**config.mk**
```make
export PLATFORM = sky130hd
export DESIGN_NAME = decode_stage
export DESIGN_NICKNAME = d
export VERILOG_FILES = /design/src/rtl/decode_stage.sv
export SDC_FILE = /design/constraint.sdc
export NUM_CORES = 1
export LEC_CHECK = 0
export BUFFER_PORTS_ARGS = -buffer_cell sky130_fd_sc_hd__buf_4
export CORE_AREA = 2 2 113 115
export DETAILED_ROUTE_END_ITERATION = 7
export DIE_AREA = 0 0 115 117
export HOLD_SLACK_MARGIN = 0.03
export PLACE_DENSITY = 0.7
export SYNTH_ARGS = -nofsm -noshare
export SYNTH_HDL_FRONTEND = slang
export SYNTH_SLANG_ARGS = --single-unit
```
**constraint.sdc**
```tcl
create_clock -name clk -period 5.2 [get_ports clk]
set_clock_uncertainty 0.1 [all_clocks]
set_input_delay 1.04 -clock clk [delete_from_list [all_inputs] [get_ports clk]]
set_output_delay 1.04 -clock clk [all_outputs]
set_load 0.03 [all_outputs]
```
**src/rtl/decode_stage.sv**
```systemverilog
// RV32I decode stage: one pipeline register fed by fetch, field decode, regfile read and load-use stall.
// Define DECODE_FWD_EN to add EX/MEM operand bypass ports; the default build reads operands from the regfile only.
module decode_stage #(
    parameter int              XLEN     = 32,
    parameter logic [XLEN-1:0] RESET_PC = '0
) (
    input  logic              clk,
    input  logic              reset,
    input  logic              f_valid_i,
    input  logic [XLEN+31:0]  f_to_d_bus,
    output logic              stall_fetch,
    input  logic              bj_taken_i,
    output logic [4:0]        rf_raddr1,
    output logic [4:0]        rf_raddr2,
    input  logic [XLEN-1:0]   rf_rdata1,
    input  logic [XLEN-1:0]   rf_rdata2,
    input  logic              ex_ready_i,
    input  logic              ex_is_load_i,
    input  logic [4:0]        ex_rd_i,
`ifdef DECODE_FWD_EN
    input  logic              ex_fwd_en_i,
    input  logic [4:0]        ex_fwd_rd_i,
    input  logic [XLEN-1:0]   ex_fwd_data_i,
    input  logic              mem_fwd_en_i,
    input  logic [4:0]        mem_fwd_rd_i,
    input  logic [XLEN-1:0]   mem_fwd_data_i,
`endif
    output logic              d_valid_o,
    output logic [XLEN-1:0]   d_pc_o,
    output logic [XLEN-1:0]   d_imm_o,
    output logic [XLEN-1:0]   d_rs1_val_o,
    output logic [XLEN-1:0]   d_rs2_val_o,
    output logic [4:0]        d_rd_o,
    output logic [5:0]        d_op_o,
    output logic [3:0]        d_funct_o
);

    localparam logic [5:0] OP_ALU_R   = 6'd0;
    localparam logic [5:0] OP_ALU_I   = 6'd1;
    localparam logic [5:0] OP_LOAD    = 6'd2;
    localparam logic [5:0] OP_STORE   = 6'd3;
    localparam logic [5:0] OP_BRANCH  = 6'd4;
    localparam logic [5:0] OP_JAL     = 6'd5;
    localparam logic [5:0] OP_JALR    = 6'd6;
    localparam logic [5:0] OP_LUI     = 6'd7;
    localparam logic [5:0] OP_AUIPC   = 6'd8;
    localparam logic [5:0] OP_ILLEGAL = 6'h3f;

    localparam logic [31:0] INST_NOP = 32'h0000_0013;

    logic            vld_p0;
    logic [XLEN-1:0] pc_p0;
    logic [31:0]     inst_p0;

    logic [5:0] op;
    logic [4:0] rs1;
    logic [4:0] rs2;
    logic       rs2_used;
    logic       hazard;
    logic       allowin;

    function automatic logic signed [31:0] imm_gen(input logic [31:0] inst, input logic [5:0] cls);
        logic signed [31:0] imm;
        case (cls)
            OP_ALU_I, OP_LOAD, OP_JALR: imm = {{20{inst[31]}}, inst[31:20]};
            OP_STORE:                   imm = {{20{inst[31]}}, inst[31:25], inst[11:7]};
            OP_BRANCH:                  imm = {{19{inst[31]}}, inst[31], inst[7], inst[30:25], inst[11:8], 1'b0};
            OP_LUI, OP_AUIPC:           imm = {inst[31:12], 12'h000};
            OP_JAL:                     imm = {{11{inst[31]}}, inst[31], inst[19:12], inst[20], inst[30:21], 1'b0};
            default:                    imm = '0;
        endcase
        return imm;
    endfunction

`ifdef DECODE_FWD_EN
    // x0 wins, then the younger EX result, then MEM, then the regfile.
    function automatic logic [XLEN-1:0] select_operand(
        input logic [4:0]      addr,
        input logic [XLEN-1:0] rf_data,
        input logic            ex_en,
        input logic [4:0]      ex_rd,
        input logic [XLEN-1:0] ex_data,
        input logic            mem_en,
        input logic [4:0]      mem_rd,
        input logic [XLEN-1:0] mem_data
    );
        if (addr == 5'd0)
            return '0;
        if (ex_en && ex_rd != 5'd0 && ex_rd == addr)
            return ex_data;
        if (mem_en && mem_rd != 5'd0 && mem_rd == addr)
            return mem_data;
        return rf_data;
    endfunction
`else
    function automatic logic [XLEN-1:0] select_operand(input logic [4:0] addr, input logic [XLEN-1:0] rf_data);
        if (addr == 5'd0)
            return '0;
        return rf_data;
    endfunction
`endif

    // ---- stage p0: fetch-to-decode pipeline register
    always_ff @(posedge clk) begin
        if (reset) begin
            vld_p0  <= 1'b0;
            pc_p0   <= RESET_PC;
            inst_p0 <= INST_NOP;
        end else if (bj_taken_i) begin
            vld_p0 <= 1'b0;
        end else if (allowin) begin
            vld_p0 <= f_valid_i;
            if (f_valid_i) begin
                pc_p0   <= f_to_d_bus[XLEN+31:32];
                inst_p0 <= f_to_d_bus[31:0];
            end
        end
    end

    // ---- decode of the registered instruction, combinational to execute
    always_comb begin
        op = OP_ILLEGAL;
        case (inst_p0[6:0])
            7'b0110011: op = OP_ALU_R;
            7'b0010011: op = OP_ALU_I;
            7'b0000011: op = OP_LOAD;
            7'b0100011: op = OP_STORE;
            7'b1100011: op = OP_BRANCH;
            7'b1101111: op = OP_JAL;
            7'b1100111: op = OP_JALR;
            7'b0110111: op = OP_LUI;
            7'b0010111: op = OP_AUIPC;
            default:    op = OP_ILLEGAL;
        endcase
    end

    assign rs1       = inst_p0[19:15];
    assign rs2       = inst_p0[24:20];
    assign rf_raddr1 = rs1;
    assign rf_raddr2 = rs2;
    assign rs2_used  = (op == OP_ALU_R) || (op == OP_STORE) || (op == OP_BRANCH);

    // rs1 is compared for every class; only R/S/B actually read rs2.
    assign hazard = vld_p0 && ex_is_load_i && (ex_rd_i != 5'd0) &&
                    ((ex_rd_i == rs1) || (rs2_used && (ex_rd_i == rs2)));

    assign allowin     = !vld_p0 || (ex_ready_i && !hazard);
    assign stall_fetch = !allowin;

    assign d_valid_o = vld_p0 && !hazard && !bj_taken_i;
    assign d_pc_o    = pc_p0;
    assign d_imm_o   = imm_gen(inst_p0, op);
    assign d_op_o    = op;
    assign d_funct_o = {inst_p0[30], inst_p0[14:12]};
    assign d_rd_o    = ((op == OP_STORE) || (op == OP_BRANCH) || (op == OP_ILLEGAL)) ? 5'd0 : inst_p0[11:7];

`ifdef DECODE_FWD_EN
    assign d_rs1_val_o = select_operand(rs1, rf_rdata1, ex_fwd_en_i, ex_fwd_rd_i, ex_fwd_data_i,
                                        mem_fwd_en_i, mem_fwd_rd_i, mem_fwd_data_i);
    assign d_rs2_val_o = select_operand(rs2, rf_rdata2, ex_fwd_en_i, ex_fwd_rd_i, ex_fwd_data_i,
                                        mem_fwd_en_i, mem_fwd_rd_i, mem_fwd_data_i);
`else
    assign d_rs1_val_o = select_operand(rs1, rf_rdata1);
    assign d_rs2_val_o = select_operand(rs2, rf_rdata2);
`endif

endmodule

```
* Word-level counts from Yosys, hierarchy flattened
Cells that the tools add are included.
** Storage, ports and cells
- Memories :: 0
- Logic and storage cells :: 58
- Bits in latches :: 0
- Input bits :: 139
- Bits in registers :: 65
- Bits in writable memories :: 0
- Bits in read-only memories :: 0
- Output and inout port bits :: 155
** Operators by class
- Muxes and demuxes :: 9
- Bitwise gates (word level) :: 1
- Magnitude comparators :: 0
- Divide/modulo/power cells :: 0
- Multipliers :: 0
- Add/sub/neg operators :: 0
- Reductions and logical operators :: 25
- Shift-type cells :: 0
- Equal/unequal tests :: 20
** Operators with widths (count)
- one-hot mux 32 bit (5 select lines) :: 1
- 2-to-1 mux 32 bit :: 4
- one-hot mux 6 bit (9 select lines) :: 1
- == test 6 x 3 -> 1 bit (second input constant) :: 4
- == test 7 x 6 -> 1 bit (second input constant) :: 3
- == test 7 bit (second input constant) :: 3
- == test 7 x 5 -> 1 bit (second input constant) :: 2
- == test 6 x 2 -> 1 bit (second input constant) :: 2
- == test 5 bit :: 2
- zero test 5 bit :: 2
- == test 7 x 2 -> 1 bit (second input constant) :: 1
- logical AND 1 bit :: 7
- == test 6 x 1 -> 1 bit (second input constant) :: 1
- == test 6 x 4 -> 1 bit (second input constant) :: 1
- == test 6 bit (second input constant) :: 1
- zero test 6 bit :: 1
- logical OR 1 bit :: 6
- 2-to-1 mux 5 bit :: 1
- nonzero test 5 bit :: 1
- zero test 1 bit :: 4
- OR reduction 2 bit :: 2
- AND reduction 3 bit :: 1
- OR reduction 3 bit :: 1
- 2-to-1 mux 1 bit :: 2
- NOT 1 bit :: 1

* Longest topological paths before layout
- Depth after elaboration :: 12
- Depth in mapped cells :: 7
- Mapped depth without buffers :: 5

* Least setup slack after synthesis
Ideal clock, no wire load.
- Path type :: input-to-output
- From :: in ex_rd_i[2]
- To :: out stall_fetch
- Path slack :: 1772 ps
- Buffers on the path :: 0
- Stages :: 5
- Required time :: 4060 ps
- Data arrival time :: 2288 ps
- Cells stage by stage :: xor2_1 or3_1 o22ai_2 nand2_1 a21boi_1
** Between the ends
- Word-level cells in the longest chain between the ends :: 8
- Elaborated cells between the ends (all ways) :: 11
- Classes of those cells :: eq/ne (2); reduce/logical (9)
** Ends and longest elaborated chain
- from (decl) :: line 19 : input logic [4:0] ex_rd_i,
- == test 5 bit :: line 145 : ((ex_rd_i == rs1) || (rs2_used && (ex_rd_i == rs2)));
- logical AND 1 bit :: line 145
- logical OR 1 bit :: line 145
- logical AND 1 bit (*) :: line 144 : assign hazard = vld_p0 && ex_is_load_i && (ex_rd_i != 5'd0) &&
- zero test 1 bit (*) :: line 147 : assign allowin = !vld_p0 || (ex_ready_i && !hazard);
- logical AND 1 bit (*) :: line 147
- logical OR 1 bit (*) :: line 147
- zero test 1 bit (*) :: line 148 : assign stall_fetch = !allowin;
- to (decl) :: line 11 : output logic stall_fetch,
Mark *: on every way between the ends. The rest lies on a longest branch, timed or not.

* Final worst setup path
- From :: reg inst_p0[6]
- To :: out d_imm_o[22]
** Between the ends
- Word-level cells in the longest chain between the ends :: 5
- Elaborated cells between the ends (all ways) :: 21
- Classes of those cells :: eq/ne (17); mux (2); reduce/logical (2)
** Ends and longest elaborated chain
- from (decl) :: line 53 : logic [31:0] inst_p0;
- from (signal assigned) :: line 115 : inst_p0 <= f_to_d_bus[31:0];
- == test 7 x 5 -> 1 bit (tied with other cells) :: line 123 : case (inst_p0[6:0])
- one-hot mux 6 bit (9 select lines) (*) :: line 123
- == test 6 x 1 -> 1 bit (tied with other cells) :: line 64 : case (cls)
- OR reduction 3 bit / OR reduction 2 bit (equally long branches) :: line 64
- one-hot mux 32 bit (5 select lines) (*) :: line 64
- to (decl) :: line 30 : output logic [XLEN-1:0] d_imm_o,
Marks and branches as above.

==> results by group <==
Outcome
  • Status: finished clean

Timing
  • Worst-margin pin slew: ~1.2 ns
  • Fmax: roughly 0.26 GHz
  • Worst slew margin: between 20% and 30%
  • Min cycle time layout: just under 4 ns
  • Final worst-path cycle share: between 70% and 80%
  • RSZ-0062 raised after global routing: no
  • Slew Viols, Final: 0
  • Setup ws final: between 1 and 1.5 ns
  • Fin Hold WS: around 0.38 ns
  • Final Hold Vio Count: 0
  • Setup Total Neg Slack: 0 ns
  • # setup viols final: 0

Floorplanning
  • Row count: 41
  • Die ar.: around 13000 µm²
  • Num ports: 294
  • DIE HEIGHT: roughly 120 µm
  • Die X: between 100 and 150 µm
  • Core ar.: ~12000 µm²
  • Starting Density: around a third

Worst setup path
  • CP Launch Type: flop
  • R2R setup slack: approximately 2.8 ns
  • Crit-path slowest cell: dfxtp_1
  • Worst-path cell chain: nand3b_1 -> or2_1 -> o21ai_1 -> and2_1 -> a21o_1 -> buf_4
  • Buffers and inverters on the worst path: 1
  • Worst Path Arrival: between 2 and 3 ns
  • CP max FO: 16
  • CP Class: reg2out
  • Crit path max-delay family: simple AND/OR/NAND/NOR gates
  • CP required: 4.06 ns
  • CP peak stage delay: between 0.6 and 0.7 ns
  • Setup crit end kind: primary output

Clock tree
  • CTS buffer count: 9
  • CTS HTree Levels: 3
  • Worst-Skew Late Latency: 0.33 ns
  • # hold bufs at CTS: 0
  • CTS tree: yes
  • Clock Sinks: 65
  • Clock-pin slew on the worst setup and hold paths: approximately 0.060 ns
  • CTS root buf: clkbuf_16
  • Clk buf depth: 2
  • Setup bufs post-CTS: 0
  • CTS resizes: 0

Hold path
  • HP Class: reg2reg

Final layout
  • Share of cells above drive strength 1: 41.8%
  • Multi-input logic area: approximately 2600 µm²
  • Number of antenna cells inserted: 0
  • FF/Latch Area: between 1000 and 1500 µm²
  • Commonest non-fill, non-tap cell in the layout: buf_4
  • Fillers: between 1000 and 1500
  • Util after Layout: a little over half
  • Synthesis-to-finish area growth: 55.8%
  • Final nets: ~890
  • Most frequent cells in the layout: buf_4 (294), nand2b_1 (124), nor2b_1 (67)

Route
  • Number of remaining DRC errors: 0
  • Antenna-violating nets left: 0
  • Met2 WL: around 8000 µm
  • Top sig layer: met4
  • DRT Wirelength: approximately 16000 µm
  • Wl on met1: between 6000 and 7000 µm
  • Via density: slightly below 5
  • Initial drt markers: 160
  • Via count: ~4400
  • Wire length per cell: between 15 and 20 µm
  • Met3 wire length: about 1200 µm
  • Pre-antenna DRT Iters: 4

Global routing
  • GRT Total Usage: between 20% and 30%
  • Global-route wire length before repair: between 20000 and 25000 µm
  • Vias in the first global route: roughly 4300
  • Largest net degree at the start of global routing: 130
  • Grt ovf: 0
  • Initial antenna violation count: 0

Pwr
  • Pwr Density: between 200 and 300 nW/µm²
  • Pleak: 3.24 nW
  • Peak supply drop: 0.170 mV

Synthesis
  • Unique masters post-synth: 39
  • Avg Cell Area, Syn: 8.63 µm²
  • Synthesized area: around 4300 µm²
  • Yosys warning total: 0
  • Synth Instances: between 400 and 500
  • Post-synthesis sequential element count: 65
  • Post-synthesis sequential area ratio: 30.4%
  • Syn_nets: around 640

Place
  • Number of I/O port buffers: 293
  • Dpl hpwl: ~13000 µm
  • GP Congestion: a little under 0.9
  • Pre-CTS setup slack: approximately 1.7 ns

Flow run
  • Max-Cap Viols: 0
[layout make-up]
cell class,count,share of cell area [%]
Multi-Input combinational cell,378,39.6
Timing Repair Buffer,295,33.4
Sequential cell,65,19.5
Clock buffer,10,3.43
Tap cell,150,2.81
Clock inverter,6,1.01
Inverter,4,0.225
[cell usage after synthesis, drive strengths merged]
cell	instances	share of area (%)
a31oi	2	0.29
or2	1	0.15
dfxtp	65	30
a2111oi	1	0.35
and3b	2	0.41
and2b	1	0.20
nand2	7	0.61
o31ai	2	0.35
a211o	1	0.20
o21a	1	0.18
nor2b	67	9.8
a21o	20	3.5
xnor2	8	1.6
nand4bb	1	0.26
a21oi	9	1.1
and2	12	1.8
o311a	1	0.23
clkbuf	27	2.4
nor3	2	0.23
nor2	19	1.7
nor4	1	0.15
nand4	1	0.29
inv	4	0.35
xor2	2	0.41
mux2i	64	15
o22ai	1	0.29
or4	2	0.35
nand3	8	0.94
nand3b	2	0.35
a22o	4	0.82
nand2b	124	18
o21ai	8	0.94
buf	22	5.7
a21boi	2	0.35
or3	2	0.29
[worst min-delay path, cell delays in order, from the launching register on]
cell and delay (ns):
dfxtp_1 0.31, nand2b_1 0.06, mux2i_1 0.06
[state kept, by name, summed over array words and instances, names as in the netlist]
signal,count
vld_p0,1
inst_p0,32
d_pc_o,32
[power by group]
group / total (mW) / switching, mW / leakage (nW) / internal [mW]
Combinational: 0.635 / 0.366 / 2.57 / 0.269
Clock: 0.602 / 0.229 / 0.139 / 0.373
Sequential: 0.557 / 0.0326 / 0.532 / 0.525
Total: 1.79 / 0.628 / 3.24 / 1.17
[routing by layer]
metal,track usage [%],vias to the layer above
met5,0,-
met4,9.64,0
met3,4.94,22
met2,39.4,193
met1,26.2,2016
li1,-,2131
[final timing paths]
| kind | startpoint | to | cells past startpoint |
|---|---|---|---|
| setup / recovery | inst_p0[6] | d_imm_o[22] | 6 |
| hold / removal | d_pc_o[18] | d_pc_o[18] | 2 |
| setup reg to reg | inst_p0[3] | inst_p0[6] | 6 |
| hold reg to reg | d_pc_o[18] | d_pc_o[18] | 2 |
[stage by stage]
| stage | instance area, µm² | total power [mW] | std cells |
|---|---|---|---|
| finish | 6670 | 1.79 | 908 |
| global route | 6670 | 1.88 | 908 |
| CTS | 6670 | 1.81 | 908 |
| detailed placement | 6370 | 1.20 | 892 |
| global placement | 6370 | 1.20 | 892 |
| floorplan | 4280 | 0.944 | 496 |
[cell families (layout without fill, tap and decap cells)]
group                  Yosys count  count (layout)  share of synthesized area [%]
AND/OR/NAND/NOR                252             252                           35.6
buffers and inverters           53             315                           8.42
multiplexers                    64              64                           15.0
flip-flops                      65              65                           30.4
AO/OA/AOI/OAI                   52              52                           8.57
XOR/XNOR                        10              10                           2.05
No activity file was read; power rests on OpenSTA's default activity.
